$ cat src/rtl/conv_pkg.sv
`default_nettype none
// ============================================================================
//  Module      : conv_pkg
//  Description : Shared constants and types for the convolution engine
//                post-processing stages (pixel format, image geometry,
//                memory select codes, max-pool FSM state encoding).
//  Revision    : 1.0 - initial release
// ============================================================================
package conv_pkg;

    // Signed 4.16 fixed-point pixel
    localparam int DATA_WIDTH = 20;
    // Layer-0 side length (must be even)
    localparam int IMG_W      = 64;
    // Shared result memory address width
    localparam int ADDR_W     = 12;
    // Cycles from read strobe to valid read data
    localparam int RD_LAT     = 1;

    localparam logic [2:0] SEL_L0 = 3'b001;
    localparam logic [2:0] SEL_L1 = 3'b011;

    typedef enum logic [2:0] {
        S_IDLE  = 3'd0,
        S_READ  = 3'd1,
        S_DRAIN = 3'd2,
        S_WRITE = 3'd3,
        S_FIN   = 3'd4
    } pool_state_t;

endpackage
`default_nettype wire

$ cat src/rtl/conv_maxpool_if.sv
`default_nettype none
// ============================================================================
//  Module      : conv_maxpool_if
//  Description : Control handshake and result-memory bus of the max-pool
//                stage.
//                master : the pooling engine (drives strobes/addresses/data)
//                slave  : controller + shared result memory
//  Signals     : start, busy, done            - controller handshake
//                crd, caddr_rd, cdata_rd      - memory read port
//                cwr, caddr_wr, cdata_wr      - memory write port
//                csel                         - memory layer select
//  Revision    : 1.0 - initial release
// ============================================================================
interface conv_maxpool_if
    import conv_pkg::*;
#(
    parameter int DATA_WIDTH = conv_pkg::DATA_WIDTH
) ();

    logic                  start;
    logic                  busy;
    logic                  done;
    logic                  crd;
    logic [ADDR_W-1:0]     caddr_rd;
    logic [DATA_WIDTH-1:0] cdata_rd;
    logic                  cwr;
    logic [ADDR_W-1:0]     caddr_wr;
    logic [DATA_WIDTH-1:0] cdata_wr;
    logic [2:0]            csel;

    modport master (
        input  start, cdata_rd,
        output busy, done, crd, caddr_rd, cwr, caddr_wr, cdata_wr, csel
    );

    modport slave (
        output start, cdata_rd,
        input  busy, done, crd, caddr_rd, cwr, caddr_wr, cdata_wr, csel
    );

endinterface
`default_nettype wire

$ cat src/rtl/conv_maxpool_pool_addr_gen.sv
`default_nettype none
// ============================================================================
//  Module      : pool_addr_gen
//  Description : Window/tap counters for 2x2 stride-2 max-pooling.
//                Holds window row r, column c and tap k; decodes the
//                layer-0 read address and the layer-1 write address from
//                those registers.
//  Ports       : clk, rst       - clock, asynchronous active-high reset
//                i_tap_step     - advance tap k (wraps 3 -> 0)
//                i_win_step     - advance window (c, then r on c wrap)
//                o_rd_addr      - base + {0, 1, IMG_W, IMG_W+1}[k]
//                o_wr_addr      - r*(IMG_W/2) + c
//                o_first_tap    - k == 0
//                o_last_tap     - k == 3
//                o_last_win     - r and c both at their last value
//  Revision    : 1.0 - initial release
// ============================================================================
module pool_addr_gen
    import conv_pkg::*;
#(
    parameter int IMG_W = conv_pkg::IMG_W
) (
    input  wire logic              clk,
    input  wire logic              rst,
    input  wire logic              i_tap_step,
    input  wire logic              i_win_step,
    output logic [ADDR_W-1:0]      o_rd_addr,
    output logic [ADDR_W-1:0]      o_wr_addr,
    output logic                   o_first_tap,
    output logic                   o_last_tap,
    output logic                   o_last_win
);

    localparam int                c_HALF    = IMG_W / 2;
    localparam int                c_RC_W    = (c_HALF > 1) ? $clog2(c_HALF) : 1;
    localparam logic [c_RC_W-1:0] c_RC_LAST = c_RC_W'(c_HALF - 1);

    logic [c_RC_W-1:0] r_row;
    logic [c_RC_W-1:0] r_col;
    logic [1:0]        r_tap;
    logic [ADDR_W-1:0] w_base;

    always_ff @(posedge clk or posedge rst) begin
        if (rst) begin
            r_row <= '0;
            r_col <= '0;
            r_tap <= '0;
        end else begin
            if (i_tap_step) begin
                r_tap <= r_tap + 2'd1;
            end
            if (i_win_step) begin
                if (r_col == c_RC_LAST) begin
                    r_col <= '0;
                    r_row <= (r_row == c_RC_LAST) ? '0 : r_row + c_RC_W'(1);
                end else begin
                    r_col <= r_col + c_RC_W'(1);
                end
            end
        end
    end

    // Top-left pixel of window (r, c) in layer 0: 2r*IMG_W + 2c
    assign w_base      = (ADDR_W'(r_row) * ADDR_W'(2 * IMG_W)) + (ADDR_W'(r_col) << 1);
    // Tap bit 0 selects the right column, bit 1 the lower row
    assign o_rd_addr   = w_base + ADDR_W'(r_tap[0]) + (r_tap[1] ? ADDR_W'(IMG_W) : '0);
    assign o_wr_addr   = (ADDR_W'(r_row) * ADDR_W'(c_HALF)) + ADDR_W'(r_col);
    assign o_first_tap = (r_tap == 2'd0);
    assign o_last_tap  = (r_tap == 2'd3);
    assign o_last_win  = (r_row == c_RC_LAST) && (r_col == c_RC_LAST);

endmodule
`default_nettype wire

$ cat src/rtl/conv_maxpool.sv
`default_nettype none
// ============================================================================
//  Module      : conv_maxpool
//  Description : 2x2 stride-2 max-pooling of layer 0 (IMG_W x IMG_W) into
//                layer 1 (IMG_W/2 x IMG_W/2) of the shared result memory.
//                Per window: 4 reads, RD_LAT drain cycles, 1 write.
//  Ports       : clk    - clock, rising edge
//                reset  - asynchronous active-high reset
//                bus    - conv_maxpool_if.master (handshake + memory bus)
//  Revision    : 1.0 - initial release
// ============================================================================
module conv_maxpool
    import conv_pkg::*;
#(
    parameter int         DATA_WIDTH = conv_pkg::DATA_WIDTH,
    parameter int         IMG_W      = conv_pkg::IMG_W,
    parameter int         RD_LAT     = conv_pkg::RD_LAT,
    parameter logic [2:0] SEL_L0     = conv_pkg::SEL_L0,
    parameter logic [2:0] SEL_L1     = conv_pkg::SEL_L1
) (
    input  wire logic      clk,
    input  wire logic      reset,
    conv_maxpool_if.master bus
);

    localparam int                 c_DRN_W    = (RD_LAT > 1) ? $clog2(RD_LAT) : 1;
    localparam logic [c_DRN_W-1:0] c_DRN_LAST = c_DRN_W'(RD_LAT - 1);

    pool_state_t           r_state;
    logic                  r_busy;
    logic                  r_done;
    logic                  r_crd;
    logic                  r_cwr;
    logic [2:0]            r_csel;
    logic [DATA_WIDTH-1:0] r_cdata_wr;
    logic [DATA_WIDTH-1:0] r_max;
    logic [DATA_WIDTH-1:0] w_max_next;
    logic [c_DRN_W-1:0]    r_drain;
    // Track each read strobe (and whether it was tap 0) until its data returns
    logic [RD_LAT-1:0]     r_vld_pipe;
    logic [RD_LAT-1:0]     r_first_pipe;

    logic                  w_tap_step;
    logic                  w_win_step;
    logic [ADDR_W-1:0]     w_caddr_rd;
    logic [ADDR_W-1:0]     w_caddr_wr;
    logic                  w_first_tap;
    logic                  w_last_tap;
    logic                  w_last_win;

    assign w_tap_step = (r_state == S_READ);
    assign w_win_step = (r_state == S_WRITE);

    pool_addr_gen #(
        .IMG_W (IMG_W)
    ) u_addr_gen (
        .clk         (clk),
        .rst         (reset),
        .i_tap_step  (w_tap_step),
        .i_win_step  (w_win_step),
        .o_rd_addr   (w_caddr_rd),
        .o_wr_addr   (w_caddr_wr),
        .o_first_tap (w_first_tap),
        .o_last_tap  (w_last_tap),
        .o_last_win  (w_last_win)
    );

    // First sample of a window loads unconditionally; later ones only when
    // strictly greater, so ties keep the earlier sample.
    always_comb begin
        w_max_next = r_max;
        if (r_vld_pipe[RD_LAT-1]) begin
            if (r_first_pipe[RD_LAT-1] || ($signed(bus.cdata_rd) > $signed(r_max))) begin
                w_max_next = bus.cdata_rd;
            end
        end
    end

    always_ff @(posedge clk or posedge reset) begin
        if (reset) begin
            r_vld_pipe   <= '0;
            r_first_pipe <= '0;
            r_max        <= '0;
        end else begin
            r_vld_pipe[0]   <= r_crd;
            r_first_pipe[0] <= r_crd & w_first_tap;
            for (int i = 1; i < RD_LAT; i++) begin
                r_vld_pipe[i]   <= r_vld_pipe[i-1];
                r_first_pipe[i] <= r_first_pipe[i-1];
            end
            r_max <= w_max_next;
        end
    end

    // Outputs are registered alongside the state so each reflects the state
    // being entered. cdata_wr takes w_max_next because the final tap is
    // captured on the same edge that enters WRITE.
    always_ff @(posedge clk or posedge reset) begin
        if (reset) begin
            r_state    <= S_IDLE;
            r_busy     <= 1'b0;
            r_done     <= 1'b0;
            r_crd      <= 1'b0;
            r_cwr      <= 1'b0;
            r_csel     <= 3'b000;
            r_cdata_wr <= '0;
            r_drain    <= '0;
        end else begin
            case (r_state)
                S_IDLE: begin
                    if (bus.start) begin
                        r_state <= S_READ;
                        r_busy  <= 1'b1;
                        r_crd   <= 1'b1;
                        r_csel  <= SEL_L0;
                    end
                end
                S_READ: begin
                    if (w_last_tap) begin
                        r_state <= S_DRAIN;
                        r_crd   <= 1'b0;
                        r_csel  <= 3'b000;
                        r_drain <= '0;
                    end
                end
                S_DRAIN: begin
                    if (r_drain == c_DRN_LAST) begin
                        r_state    <= S_WRITE;
                        r_cwr      <= 1'b1;
                        r_csel     <= SEL_L1;
                        r_cdata_wr <= w_max_next;
                    end else begin
                        r_drain <= r_drain + c_DRN_W'(1);
                    end
                end
                S_WRITE: begin
                    r_cwr <= 1'b0;
                    if (w_last_win) begin
                        r_state <= S_FIN;
                        r_csel  <= 3'b000;
                        r_busy  <= 1'b0;
                        r_done  <= 1'b1;
                    end else begin
                        r_state <= S_READ;
                        r_crd   <= 1'b1;
                        r_csel  <= SEL_L0;
                    end
                end
                S_FIN: begin
                    r_state <= S_IDLE;
                    r_done  <= 1'b0;
                end
                default: begin
                    r_state <= S_IDLE;
                    r_busy  <= 1'b0;
                    r_done  <= 1'b0;
                    r_crd   <= 1'b0;
                    r_cwr   <= 1'b0;
                    r_csel  <= 3'b000;
                end
            endcase
        end
    end

    assign bus.busy     = r_busy;
    assign bus.done     = r_done;
    assign bus.crd      = r_crd;
    assign bus.cwr      = r_cwr;
    assign bus.csel     = r_csel;
    assign bus.cdata_wr = r_cdata_wr;
    assign bus.caddr_rd = w_caddr_rd;
    assign bus.caddr_wr = w_caddr_wr;

endmodule
`default_nettype wire

$ cat src/flat_wrapper.sv
// flat-port wrapper written by rule: the top's interface ports become plain ports
module conv_maxpool_flat import conv_pkg::*;
#(
    parameter int         DATA_WIDTH = conv_pkg::DATA_WIDTH,
    parameter int         IMG_W      = conv_pkg::IMG_W,
    parameter int         RD_LAT     = conv_pkg::RD_LAT,
    parameter logic [2:0] SEL_L0     = conv_pkg::SEL_L0,
    parameter logic [2:0] SEL_L1     = conv_pkg::SEL_L1
)
  (clk, reset, bus_start, bus_cdata_rd, bus_busy, bus_done, bus_crd, bus_caddr_rd, bus_cwr, bus_caddr_wr, bus_cdata_wr, bus_csel);
  conv_maxpool_if #(.DATA_WIDTH(DATA_WIDTH)) bus_i ();
  input  wire logic clk;
  input  wire logic reset;
  input wire logic [$bits(bus_i.start)-1:0] bus_start;
  input wire logic [$bits(bus_i.cdata_rd)-1:0] bus_cdata_rd;
  output wire logic [$bits(bus_i.busy)-1:0] bus_busy;
  output wire logic [$bits(bus_i.done)-1:0] bus_done;
  output wire logic [$bits(bus_i.crd)-1:0] bus_crd;
  output wire logic [$bits(bus_i.caddr_rd)-1:0] bus_caddr_rd;
  output wire logic [$bits(bus_i.cwr)-1:0] bus_cwr;
  output wire logic [$bits(bus_i.caddr_wr)-1:0] bus_caddr_wr;
  output wire logic [$bits(bus_i.cdata_wr)-1:0] bus_cdata_wr;
  output wire logic [$bits(bus_i.csel)-1:0] bus_csel;
  assign bus_i.start = bus_start;
  assign bus_i.cdata_rd = bus_cdata_rd;
  assign bus_busy = bus_i.busy;
  assign bus_done = bus_i.done;
  assign bus_crd = bus_i.crd;
  assign bus_caddr_rd = bus_i.caddr_rd;
  assign bus_cwr = bus_i.cwr;
  assign bus_caddr_wr = bus_i.caddr_wr;
  assign bus_cdata_wr = bus_i.cdata_wr;
  assign bus_csel = bus_i.csel;
  conv_maxpool #(.DATA_WIDTH(DATA_WIDTH), .IMG_W(IMG_W), .RD_LAT(RD_LAT), .SEL_L0(SEL_L0), .SEL_L1(SEL_L1)) u_core (.clk(clk), .reset(reset), .bus(bus_i));
endmodule
$ cat config.mk
export PLATFORM = sky130hd
export DESIGN_NAME = conv_maxpool_flat
export DESIGN_NICKNAME = d
export VERILOG_FILES = /design/src/rtl/conv_pkg.sv /design/src/rtl/conv_maxpool_if.sv /design/src/rtl/conv_maxpool_pool_addr_gen.sv /design/src/rtl/conv_maxpool.sv /design/src/flat_wrapper.sv
export SDC_FILE = /design/constraint.sdc
export NUM_CORES = 1
export LEC_CHECK = 0
export BUFFER_PORTS_ARGS = -buffer_cell sky130_fd_sc_hd__buf_2
export CORE_AREA = 3 3 105 77
export CTS_CLUSTER_DIAMETER = 200
export DETAILED_ROUTE_END_ITERATION = 10
export DIE_AREA = 0 0 108 80
export MAX_ROUTING_LAYER = met4
export PLACE_DENSITY_LB_ADDON = 0.3
export SLEW_MARGIN = 20
export SYNTH_ARGS = -nofsm -noshare
export SYNTH_HDL_FRONTEND = slang
export SYNTH_SLANG_ARGS = --single-unit
$ cat constraint.sdc
create_clock -name clk -period 2.8 [get_ports clk]
set_input_delay 0.28 -clock clk [delete_from_list [all_inputs] [get_ports clk]]
set_output_delay 0.28 -clock clk [all_outputs]
set_load 0.05 [all_outputs]
; Word-level counts from Yosys, hierarchy flattened
; Cells that the tools add are included.
[op_classes]
n_addsub = 8
n_lt_le_gt_ge = 1
n_eq_ne = 12
mux = 25
bitwise_logic = 7
n_reduce_logical = 18
[ops]
columns = op, count
row1 = $mux W20, 2
row2 = $gt A20 B20 Y1, 1
row3 = $mux W3, 5
row4 = $pmux W3 S5, 1
row5 = $add A12 B1 Y12, 1
row6 = $add A12 B6 Y12, 1
row7 = $add A12 B7 Y12, 1
row8 = $pmux W3 S4, 1
row9 = $add A10 B5 Y11, 1
row10 = $add A5 B1 Y5 const B, 2
row11 = $eq A5 B5 Y1 const B, 2
row12 = $mux W5, 2
row13 = $reduce_and A2 Y1, 5
row14 = $reduce_or A3 Y1, 3
row15 = $mux W1, 8
row16 = $reduce_and A4 Y1, 2
row17 = $mux W7, 1
row18 = $eq A3 B2 Y1 const B, 2
row19 = $ne A2 B2 Y1 const B, 3
row20 = $not A1 Y1, 6
row21 = $pmux W1 S2, 3
row22 = $reduce_and A3 Y1, 2
row23 = $ne A2 B1 Y1 const B, 2
row24 = $pmux W1 S4, 1
row25 = 13 further kinds, 13
[totals]
regBits = 65
out_inout_bits = 51

; Depth between registers and ports, before layout
; Gate-level depths: netlist of run 1.
[depth]
word_depth = 4
ltp_mapped = 9
depth_no_buf = 8

; Cells and area by module
; A second synthesis of run 1 with hierarchy kept.
[unflattened]
cells_unflattened = 357
hier_area_um2 = 3653.5
[by_module_without_submodules]
columns = module, instances, cells_per_inst, area_each_um2
row1 = conv_maxpool, 1, 288, 2946.6
row2 = pool_addr_gen, 1, 69, 706.9

; Least setup slack after synthesis of run 1
; Ideal clock, no wire load.
[synth_timing]
path_kind = flip-flop to flip-flop
start = register u_core.r_max[19]
end = register u_core.r_cdata_wr[10], in the netlist u_core.bus.cdata_wr[10]
setup_ns = 0.141
arrival_ns = 2.181
required_ns = 2.659
path_slack_ns = 0.478
path_stages_with_launch = 10
n_path_buf = 1
path_cell_list = dfrtp_1 > inv_1 > ha_1 > nand4_2 > or2_1 > a2111oi_1 > nor4bb_1 > buf_6 > o31ai_1 > a31oi_1
[synth_between]
elab_chain_cells = 4
[synth_lines]
columns = element, line_no
row1 = start: declaration, conv_maxpool.sv:36  ; logic [DATA_WIDTH-1:0] r_max;
row2 = start signal: assignment, conv_maxpool.sv:91  ; r_max <= w_max_next;
row3 = $gt A20 B20 Y1, conv_maxpool.sv:73  ; if (r_first_pipe[RD_LAT-1] || ($signed(bus.cdata_rd) > $signed(r_max))) begin
row4 = $logic_or A1 B1 Y1, conv_maxpool.sv:73
row5 = $mux W20, conv_maxpool.sv:73
row6 = $mux W20, conv_maxpool.sv:72  ; if (r_vld_pipe[RD_LAT-1]) begin
row7 = end signal: assignment, conv_maxpool.sv:131  ; r_cdata_wr <= w_max_next;
row8 = end: declaration, conv_maxpool.sv:35  ; logic [DATA_WIDTH-1:0] r_cdata_wr;
; No other way between the ends.
; A chain may end at the register's enable or synchronous reset.

; Final worst setup path of run 1
[layout_timing]
start = register u_core.r_max[19]
end = register u_core.r_cdata_wr[4], in the netlist u_core.bus.cdata_wr[4]
; The elaborated chain is that of the path after synthesis.

==> impl_metrics.ini, run 1 <==
[outcome]
status = finished clean

[placement]
numPortBuffers = 70
gp_congestion = 0.882
dpl_cell_area_um2 = 3950
place_inst = 524
dpl.hpwl_um = 6070

[setup_path]
cp-start-kind = flip-flop
crit_fanout = 6
crit_arrival_ns = 2.92
cp-end-kind = flip-flop
crit_path_top_delay_cell = or4_4
cp_cell_sequence = inv_1 > ha_1 > nand4_2 > buf_4 > or4_4 > o211ai_1 > nor4bb_4 > buf_4 > o31ai_2 > a31oi_1
path_class = flip-flop to flip-flop
crit_top_cell = buf_4
slowest_delay_ns = 0.56
cp.required_ns = 3.01

[logic_synthesis]
synth_area_leader_cell = dfrtp_1
ys_seq_area_share_pct = 44.9
yosysWarnings = 0
synthCells = 366
postSynthAreaPerCell_um2 = 9.59
yosysTopAreaCellShare_pct = 44.9
yosysUniqueCellTypes = 43
synthTopCellsByArea = dfrtp_1 (45%), ha_1 (9.3%), o211ai_1 (4.9%)
synth_area_um2 = 3510
ys_ff_latch = 63

[global_routing]
antenna_found_initial = 0
grt_pass1_wl_um = 13700
overflow = 0
grt_max_degree = 42
track_usage_pct = 20.9
grt_pass1_vias = 2818

[drt]
wl_per_cell_um = 15.6
antenna_left = 0
vias = 2927
drc = 0
drt_iter0_markers = 185
totalWireLength_um = 8520
dr.pass1.iters = 5
viasPerCell = 5.37

[floorplan]
ios = 74
die_x_um = 108
die_area_um2 = 8640
rows = 26
initial_core_util_pct = 48.8
fp.coreArea_um2 = 7190
dieHeight_um = 80

[layout]
n_antenna_cell = 0
instances_no_fill = 545
fillCellCount = 639
layout.nets = 491
layout_commonest_cell = buf_2
area_growth_syn_to_layout_pct = 21.8
mostFrequentLayoutCells = buf_2 (70), dfrtp_1 (63), nand2_1 (38)
fin_util_pct = 59.4
postLayoutCellArea_um2 = 4270
final_layout_size_suffix_gt1_share_pct = 32.0

[sta]
fin_crit_sh_pct = 97.1
slew_violations = 0
fin_crit_ns = 2.72
slew_headroom_pct = 63.0
hold_viol_final = 0
clock_skew_ns = 0.0117
rsz0062_at_grt = true
setup_violations = 0
worstMarginPinSlew_ns = 0.554
fmax_ghz = 0.368

[job]
maxCapViolations = 0

[clocking]
root_buffer = clkbuf_8
clkLatencyLatePin_ns = 0.35
htree_levels = 3
cts_tree = built
numCtsBuffers = 9
cts_sinks = 63
cts_max_path_buffers = 2
path_clk_slew_ns = 0.08

[power_and_ir_drop]
ir_worst_vdd_mv = 0.426
p_per_area_nw_per_um2 = 754
power_mw = 3.22
leakage_nw = 2.09

[hold_path]
worstHoldPathType = input pin to flip-flop
cell families (layout without fill, tap and decap cells):
group	Yosys count	count (layout)	share of synthesized area, %
AOI/OAI and AO/OA	105	105	21.0
xor gates and xnor gates	3	3	0.749
adders and majority gates	26	26	9.27
buffers and inverters	61	140	9.06
DFF	63	63	44.9
muxes	6	6	1.89
other	1	3	0.107
and+or+nand+nor	101	101	13.0
registers in the layout (all words and copies together) (netlist names):
| register | count |
|---|---|
| u_core.r_vld_pipe | 1 |
| u_core.bus.done | 1 |
| u_core.bus.cwr | 1 |
| u_core.r_max | 20 |
| u_core.bus.csel | 2 |
| u_core.r_first_pipe | 1 |
| u_core.bus.crd | 1 |
| u_core.r_state | 3 |
| u_core.u_addr_gen.r_col | 5 |
| u_core.bus.cdata_wr | 20 |
| u_core.u_addr_gen.r_row | 5 |
| u_core.u_addr_gen.r_tap | 2 |
| u_core.bus.busy | 1 |
synth_stat cells:
master	n
buf_1	1
and2_1	1
o211ai_1	23
o21ai_1	1
o21bai_1	1
xor2_1	2
o21ai_2	1
xnor2_1	1
nand2_1	38
conb_1	1
a2111o_1	1
nor2_1	38
o22ai_1	1
nor3b_1	1
dfrtp_1	63
a2111oi_1	1
clkbuf_1	6
nor3_1	1
inv_1	29
nand4_1	5
o21a_1	4
ha_1	26
a311oi_2	1
nor4bb_1	1
nand3b_1	1
buf_4	13
nand3_1	2
buf_2	8
buf_6	4
mux2i_1	1
nand2b_1	3
a31oi_1	22
a21oi_1	14
o31ai_1	16
or4_4	1
mux2_2	5
o21ai_0	12
nor2b_1	3
o31ai_2	6
a21o_1	1
nand4_2	1
and3_1	4
or2_1	1
critical path, delay by kind of cell (launching register included):
| family | cells | cell delay, ns |
|---|---|---|
| and+or+nand+nor | 3 | 0.80 |
| AOI/OAI and AO/OA | 3 | 0.70 |
| DFF | 1 | 0.36 |
| adders and majority gates | 1 | 0.33 |
| buffers and inverters | 3 | 0.40 |
cell type report:
type                       instances  area (um^2)  area share (%)
multi-input combinational        244         1740            40.6
tap                               98          123            2.87
inverter                          29          109            2.55
clock buffer                       9          124            2.90
sequential                        63         1580            36.9
clock inverter                     7         48.8            1.14
timing repair buffer              95          557            13.0
report_power, final:
group          leakage, nW  switching [mW]  total (mW)  internal [mW]
Sequential           0.773           0.109        1.21           1.10
Clock               0.0776           0.378       0.698          0.320
Combinational         1.24           0.901        1.31          0.412
stage by stage:
step           TNS (ns)  hold slack (ns)  setup WS, ns
2_1_floorplan         0            0.416         0.478
3_3_place_gp     -0.556            0.368       -0.0607
3_5_place_dp      -5.05            0.369        -0.286
4_1_cts               0            0.181        0.0218
5_1_grt          -0.403            0.178       -0.0652
6_report              0            0.196        0.0807
routing by layer:
layer	part of all wire [%]	GRT usage [%]	vias to the layer above
met4	1.8	4.92	0
met3	5.3	6.55	12
met5	0	-	-
li1	-	-	1439
met1	47	28.6	1391
met2	46	30.5	85
final timing paths:
check                                                from                             endpoint  slack (ns)  depth (start not counted)
setup / recovery               u_core.r_max[19]$_DFF_PP0_   u_core.bus.cdata_wr[4]$_DFFE_PP0P_        0.08                         10
hold / removal                           bus_cdata_rd[18]           u_core.r_max[18]$_DFF_PP0_        0.20                          3
setup reg to reg               u_core.r_max[19]$_DFF_PP0_   u_core.bus.cdata_wr[4]$_DFFE_PP0P_        0.08                         10
hold reg to reg            u_core.bus.csel[1]$_DFFE_PP0P_       u_core.bus.csel[1]$_DFFE_PP0P_        0.49                          1
max in group asynchronous                           reset           u_core.r_max[19]$_DFF_PP0_        1.87                          4
min in group asynchronous                           reset  u_core.bus.cdata_wr[14]$_DFFE_PP0P_        0.54                          4
timing repair:
action                                  4_1_cts  5_1_grt
endpoints found under the setup margin       31       30
gates resized for setup                       1       16
hold buffers                                  1        0
pin swaps                                     1        3
buffers inserted                              3        1
endpoints found under the hold margin         4        0
Power figures use the tool's default switching activity.
==> run 2, diff against run 1 <==
--- a/config.mk
+++ b/config.mk
@@ -8,5 +8,5 @@
 export BUFFER_PORTS_ARGS = -buffer_cell sky130_fd_sc_hd__buf_2
 export CORE_AREA = 3 3 105 77
-export CTS_CLUSTER_DIAMETER = 200
+export CTS_CLUSTER_DIAMETER = 80
 export DETAILED_ROUTE_END_ITERATION = 10
 export DIE_AREA = 0 0 108 80
==> constraint.sdc (replaced) <==
create_clock -name clk -period 2.8 [get_ports clk]
set_input_delay 0 -clock clk [delete_from_list [all_inputs] [get_ports clk]]
set_output_delay 0 -clock clk [all_outputs]
set_load 0.05 [all_outputs]
==> run 2 against run 1 <==
The flow now finishes with violations (negative setup slack). Sequential share of layout area down 3.5 points. Count of clock-buffer cells in the layout unchanged. Combinational power grew 15%. Maximum frequency is 4.8% lower. Via count rose by 6.4%. Total power is 11% higher. Register-to-register slack worse by 0.14 ns. Cell count up 4.6%. Highest routed layer unchanged.
==> impl_metrics.ini, run 2 (synthesis results as in run 1) <==
[global_routing]
track_usage_pct = 22.5
antenna_found_initial = 0
grt_pass1_vias = 3055
grt_max_degree = 46
overflow = 0
grt_pass1_wl_um = 14700

[drt]
wl_per_cell_um = 16.9
wl_met1_um = 4270
vias = 3115
dr.pass1.iters = 4
drc = 0
antenna_left = 0
viasPerCell = 5.46
totalWireLength_um = 9630
wl_met2_um = 4610
route.met3.wl_um = 508
drt_iter0_markers = 269
routed.top_layer = met4

[clocking]
cts_tree = built
root_buffer = clkbuf_8
htree_levels = 3
clkLatencyLatePin_ns = 0.35
numCtsBuffers = 9
cts_max_path_buffers = 2
path_clk_slew_ns = 0.07
cts_sinks = 63

[hold_path]
worstHoldPathType = input pin to flip-flop

[setup_path]
r2r_end = u_core.bus.cdata_wr[5]$_DFFE_PP0P_
r2r_cells = 11
worst-path-buf-inv = 4
cp-end-kind = flip-flop
cp.required_ns = 3.01
reg2reg_slack_ns = -0.06
cp-start-kind = flip-flop
crit_path_top_delay_cell = or4_4
crit_cells = 11
crit_top_cell = buf_4
cp_top_family = simple AND/OR/NAND/NOR gates
r2r_start = u_core.r_max[7]$_DFF_PP0_
path_class = flip-flop to flip-flop
cp_cell_sequence = inv_1 > ha_4 > nand4_1 > buf_4 > or4_4 > o211ai_1 > nor4bb_4 > buf_4 > buf_6 > o31ai_4 > a31oi_1
worstSetupEndpoint = u_core.bus.cdata_wr[5]$_DFFE_PP0P_
slowest_delay_ns = 0.55
crit_arrival_ns = 3.07
crit_fanout = 6
crit_start = u_core.r_max[7]$_DFF_PP0_

[layout]
layout_commonest_cell = buf_2
mostFrequentLayoutCells = buf_2 (70), dfrtp_1 (63), nand2_1 (38)
final_layout_size_suffix_gt1_share_pct = 33.9
n_antenna_cell = 0
area_growth_syn_to_layout_pct = 34.7
layout.nets = 516
postLayoutCellArea_um2 = 4720
fin_util_pct = 65.7

[outcome]
status = finished with violations
violations = negative setup slack

[floorplan]
die_area_um2 = 8640
initial_core_util_pct = 48.8
fp.coreArea_um2 = 7190
rows = 26
die_x_um = 108
ios = 74
dieHeight_um = 80

[job]
maxCapViolations = 0

[power_and_ir_drop]
leakage_nw = 2.24
p_per_area_nw_per_um2 = 760
power_mw = 3.59
ir_worst_vdd_mv = 0.406

[placement]
post-place-ws_ns = -0.442
dpl_cell_area_um2 = 3960
dpl.hpwl_um = 6140
gp_congestion = 0.928
numPortBuffers = 70

[sta]
clock_skew_ns = 0.0120
slew_headroom_pct = 37.2
slew_violations = 0
fin_crit_ns = 2.86
rsz0062_at_grt = true
setup_violations = 8
hold_viol_final = 0
worstMarginPinSlew_ns = 0.941
fin_crit_sh_pct = 102
fmax_ghz = 0.350
setup_ws_ns = -0.0577
## run 2: power breakdown
part	switching [mW]	leakage [nW]	total, mW	internal (mW)
clock	0.376	0.105	0.878	0.502
combinational	1.00	1.36	1.50	0.497
sequential	0.113	0.773	1.22	1.10
total	1.49	2.24	3.59	2.10
## run 2: what timing repair did
| item | in CTS | in global routing |
|---|---|---|
| endpoints found under the setup margin | 40 | 37 |
| pin swaps | 2 | 11 |
| setup buffers | 6 | 5 |
| hold buffers | 18 | 0 |
| hold endpoints to repair | 78 | 0 |
| gates resized for setup | 8 | 27 |
## run 2: stage by stage
stage          std cells  TNS (ns)  hold slack (ns)
6_report             570    -0.276           0.0538
3_3_place_gp         525     -6.23            0.261
5_1_grt              570     -1.23           0.0340
4_1_cts              565   -0.0210          0.00820
2_1_floorplan        368         0            0.136
3_5_place_dp         525    -10.42            0.274
## run 2: worst min-delay path by stage
stage	startpoint	endpoint	slack (ns)	cells past startpoint
2_1_floorplan	bus_cdata_rd[11]	u_core.r_max[11]$_DFF_PP0_	0.14	2
3_3_place_gp	reset	u_core.bus.cdata_wr[13]$_DFFE_PP0P_	0.26	2
3_5_place_dp	reset	u_core.bus.cdata_wr[11]$_DFFE_PP0P_	0.27	2
4_1_cts	bus_cdata_rd[16]	u_core.r_max[16]$_DFF_PP0_	0.008	4
5_1_grt	bus_cdata_rd[16]	u_core.r_max[16]$_DFF_PP0_	0.03	4
6_report	bus_cdata_rd[18]	u_core.r_max[18]$_DFF_PP0_	0.05	4
## run 2: cell type report
type / instances / area [um^2]
sequential: 63 / 1580
tap: 98 / 123
clock buffer: 9 / 124
timing repair buffer: 120 / 774
clock inverter: 7 / 97.6
inverter: 29 / 109
multi-input combinational: 244 / 1920
fill: 560 / 2460
## run 2: routing by layer
metal	GRT usage, %	vias up
li1	-	1489
met4	9.08	0
met5	-	-
met2	33.4	95
met1	30.4	1507
met3	4.61	24
## run 2: tightest hold or removal path: cells and delay by family
| family | cells | cell delay, ns |
|---|---|---|
| AO/OA/AOI/OAI | 1 | 0.06 |
| buffers and inverters | 2 | 0.23 |
| AND/OR/NAND/NOR | 1 | 0.07 |
